### config.mk
export PLATFORM = sky130hd
export DESIGN_NAME = latch_write_sequencer
export DESIGN_NICKNAME = d
export VERILOG_FILES = /design/src/rtl/latch_write_sequencer.sv
export SDC_FILE = /design/constraint.sdc
export NUM_CORES = 1
export LEC_CHECK = 0
export ABC_AREA = 1
export CAP_MARGIN = 10
export CORE_UTILIZATION = 40
export CTS_CLUSTER_SIZE = 25
export DETAILED_ROUTE_END_ITERATION = 8
export PLACE_DENSITY = 0.61
export SYNTH_ARGS = -nofsm -noshare
export SYNTH_HDL_FRONTEND = slang
export SYNTH_SLANG_ARGS = --single-unit
### constraint.sdc
create_clock -name clk -period 3.3 [get_ports clk]
set_clock_uncertainty 0.1 [all_clocks]
set_input_delay 0.66 -clock clk [delete_from_list [all_inputs] [get_ports clk]]
set_output_delay 0.66 -clock clk [all_outputs]
set_load 0.01 [all_outputs]
### src/rtl/latch_write_sequencer.sv
// Drives a transparent D latch from a noisy asynchronous input: synchronise, debounce,
// then run a fixed setup/open/hold write so d is stable around the whole en window.
module latch_write_sequencer #(
    parameter int DEBOUNCE = 4,
    parameter int SETUP    = 1,
    parameter int OPEN     = 2,
    parameter int HOLD     = 1
) (
    input  logic clk,
    input  logic rst,
    input  logic din_raw,
    input  logic wr_req,
    output logic d,
    output logic en,
    output logic busy
);

    localparam int MAX_SO = (SETUP > OPEN) ? SETUP : OPEN;
    localparam int MAX_SOH = (MAX_SO > HOLD) ? MAX_SO : HOLD;
    localparam int MAX_ALL = (MAX_SOH > DEBOUNCE) ? MAX_SOH : DEBOUNCE;
    localparam int TW = $clog2(MAX_ALL) + 1;
    localparam int CW = $clog2(DEBOUNCE) + 1;

    localparam logic [TW-1:0] SETUP_T = TW'(SETUP - 1);
    localparam logic [TW-1:0] OPEN_T  = TW'(OPEN - 1);
    localparam logic [TW-1:0] HOLD_T  = TW'(HOLD - 1);
    localparam logic [CW-1:0] DEB_LAST = CW'(DEBOUNCE - 1);

    typedef enum logic [1:0] {
        S_IDLE,
        S_SETUP,
        S_OPEN,
        S_HOLD
    } state_t;

    logic          s1, s_q, stable;
    logic [CW-1:0] cnt;

    state_t        state, state_next;
    logic [TW-1:0] timer, timer_next;
    logic          pend, pend_next;
    logic          d_next, en_next;
    logic          start;

    always_ff @(posedge clk) begin
        if (rst) begin
            s1     <= 1'b0;
            s_q    <= 1'b0;
            stable <= 1'b0;
            cnt    <= '0;
        end else begin
            s1  <= din_raw;
            s_q <= s1;
            if (s_q == stable) begin
                cnt <= '0;
            end else if (cnt == DEB_LAST) begin
                stable <= s_q;
                cnt    <= '0;
            end else begin
                cnt <= cnt + CW'(1);
            end
        end
    end

    always_ff @(posedge clk) begin
        if (rst) begin
            state <= S_IDLE;
            timer <= '0;
            pend  <= 1'b0;
            d     <= 1'b0;
            en    <= 1'b0;
        end else begin
            state <= state_next;
            timer <= timer_next;
            pend  <= pend_next;
            d     <= d_next;
            en    <= en_next;
        end
    end

    always_comb begin
        state_next = state;
        timer_next = timer;
        d_next     = d;
        en_next    = en;
        start      = 1'b0;
        case (state)
            S_IDLE: begin
                if ((stable != d) || pend) begin
                    start      = 1'b1;
                    d_next     = stable;
                    timer_next = SETUP_T;
                    state_next = S_SETUP;
                end
            end
            S_SETUP: begin
                if (timer == '0) begin
                    en_next    = 1'b1;
                    timer_next = OPEN_T;
                    state_next = S_OPEN;
                end else begin
                    timer_next = timer - TW'(1);
                end
            end
            S_OPEN: begin
                if (timer == '0) begin
                    en_next    = 1'b0;
                    timer_next = HOLD_T;
                    state_next = S_HOLD;
                end else begin
                    timer_next = timer - TW'(1);
                end
            end
            S_HOLD: begin
                if (timer == '0) begin
                    state_next = S_IDLE;
                end else begin
                    timer_next = timer - TW'(1);
                end
            end
            default: state_next = S_IDLE;
        endcase
        // a request landing on the start cycle survives for the next sequence
        pend_next = (pend & ~start) | wr_req;
    end

    assign busy = (state != S_IDLE);

endmodule

==> run_results.csv <==
group,metric,value,unit
run_status,outcome,"complete, no violations",
cts,ctsHtreeMaxLevel,1,
drt,wl_per_cell,8.70,um
power_and_ir_drop,power,718,uW
drt,drt_iter0_markers,3,
critical_path,critical-path-top-delay-family,"buffers and inverters",
synth,synth_seq_area_share,0.388,
floorplan,fp.dieW,44.5,um
synth,synth_cell_types,15,
cts,clk_latency,280,ps
synth,synth_nets,112,
cts,cts_resized,0,
floorplan,die_h,44.5,um
synth,syn_inst,100,
place,place_area,815,um^2
worst_hold_path,hold_path_class,"reg -> reg",
floorplan,fp.dieArea,1980,um^2
critical_path,cp.required,2540,ps
critical_path,path_cells,"inv_1, ha_1, inv_2, clkdlybuf4s50_1",
drt,drt-total-wl,1180,um
critical_path,slowest_delay,550,ps
sta,tns,0,ps
layout,final_nets,123,
global_routing,grt-ovfl-total,0,
critical_path,end_kind,"output pin",
flow_run,maxCapViolCount,0,
sta,fmax,0.415,GHz
cts,cts_buffer_depth,2,
place,gp_congestion,0.720,
critical_path,cp_max_fo,7,
drt,vias_per_cell,4.30,
drt,drcViolationCount,0,
drt,ant_nets,0,
critical_path,crit_buf_inv,3,
global_routing,grt_usage,0.141,
cts,cts_sinks,14,
synth,ys_ff_latch,14,
sta,maxSlewViolCount,0,
critical_path,cp_slowest_cell,"clkdlybuf4s50_1",
cts,cts_tree,"done",
global_routing,grt_pass1_vias,465,
sta,rsz0062_at_grt,"false",
place,io_buffers,6,
drt,vias,580,
synth,syn_area,723,um^2
global_routing,grt_pass1_wl,1970,um
cts,cts-root-buf,"clkbuf_4",
power_and_ir_drop,irDropWorstVdd,345,uV
layout,diodes,0,
layout,final_area,851,um^2
drt,drtPass1Iterations,2,
layout,area_growth_syn_to_layout,17.6,%
critical_path,critical_path_class,"reg -> out",
sta,holdWs,308,ps
cts,clk_pin_slew,80,ps
sta,finalHoldViolCount,0,
global_routing,antenna_found_initial,0,
sta,finalSetupViolCount,0,
synth,syn_area_per_cell,7.23,um^2
layout,fillers,177,
layout,drive_gt1_frac,0.145,
cts,postCtsHoldBufs,0,
critical_path,crit_arrival,1650,ps
sta,worst_pin_slew,302,ps
power_and_ir_drop,power_density,844,nW/um^2
cts,numCtsBuffers,3,
place,hpwlAfterDp,924,um
global_routing,grt_max_degree,9,
layout,post-route-util,0.498,
floorplan,placeableCoreArea,1710,um^2
sta,slew_headroom,0.798,
floorplan,rows,15,
sta,fin_crit_sh,0.731,
critical_path,start_kind,"flip-flop",
floorplan,initial_core_util,0.423,
sta,period_minus_slack,2410,ps
floorplan,ios,7,
cts,cts_setup_buffers,0,
power_and_ir_drop,p_leak,0.405,nW
synth,synth_warnings,0,
## synth_stat cells (all sizes together)
| cell type | instances | area [um^2] |
|---|---|---|
| ha | 8 | 100 |
| o211ai | 1 | 7.51 |
| dfxtp | 14 | 280 |
| a21oi | 6 | 30.0 |
| nand4 | 2 | 12.5 |
| o21ai | 5 | 25.0 |
| nor2 | 18 | 80.1 |
| nand2 | 21 | 86.3 |
| inv | 23 | 86.3 |
| nand3 | 2 | 15.0 |
## placed cells by master, fill, tap and decap left out, drive strengths merged, types with 4 or more instances in the layout
master | Yosys | final
ha | 8 | 8
a21oi | 6 | 6
inv | 23 | 23
dfxtp | 14 | 14
o21ai | 5 | 5
nand2 | 21 | 21
nor2 | 18 | 18
clkbuf | 0 | 4
clkdlybuf4s50 | 0 | 6
## power by group
part / switching (mW) / internal (mW) / total [mW]
Clock: 0.0572 / 0.0671 / 0.124
Sequential: 0.0268 / 0.207 / 0.233
Combinational: 0.220 / 0.141 / 0.361
Total: 0.304 / 0.415 / 0.718
## state kept, by name, indices dropped and copies added, names as in the netlist
register,count
s1,1
cnt,3
stable,1
pend,1
s_q,1
timer,3
state,2
en,1
d,1
## routing by layer
layer	track usage	routed length, um
met5	0	0
met4	0.109	12
met3	0.0245	23
met2	0.182	531
met1	0.201	607
## kinds of logic after synthesis
kind of cell	after synthesis	share of synthesized area
buf+inv	23	0.119
compound gates	12	0.0865
flops	14	0.388
fa+ha+maj	8	0.138
simple gates	43	0.268
## area by class of cell
cell class	count	area, um^2	area share
Multi-Input combinational cell	63	357	0.419
Sequential cell	14	280	0.329
Inverter	23	86.3	0.101
Timing Repair Buffer	6	60.1	0.0706
Clock buffer	4	36.3	0.0426
Tap cell	25	31.3	0.0368
## path summary, 6_finish.rpt
check / startpoint / endpoint / slack (ps) / depth (start not counted)
worst max-delay path: state[0]$_SDFFE_PP0P_ / busy / 890 / 4
worst min-delay path: s1$_SDFF_PP0_ / s_q$_SDFF_PP0_ / 310 / 2
worst max register to register: state[0]$_SDFFE_PP0P_ / state[1]$_SDFFE_PP0P_ / 1860 / 8
worst min register to register: s1$_SDFF_PP0_ / s_q$_SDFF_PP0_ / 310 / 2
## worst min-delay path, delay by kind of cell, from the launching register on
kind          cells  cell delay, ps
buf+inv           1              40
flops             1             300
simple gates      1              30
## through the flow
step / worst slack [ps] / std cells
after floorplan: 1780 / 100
after global placement: 1200 / 131
after detailed placement: 1170 / 131
after CTS: 853 / 135
after global routing: 774 / 135
final: 889 / 135
(Power assumes the default switching activity.)
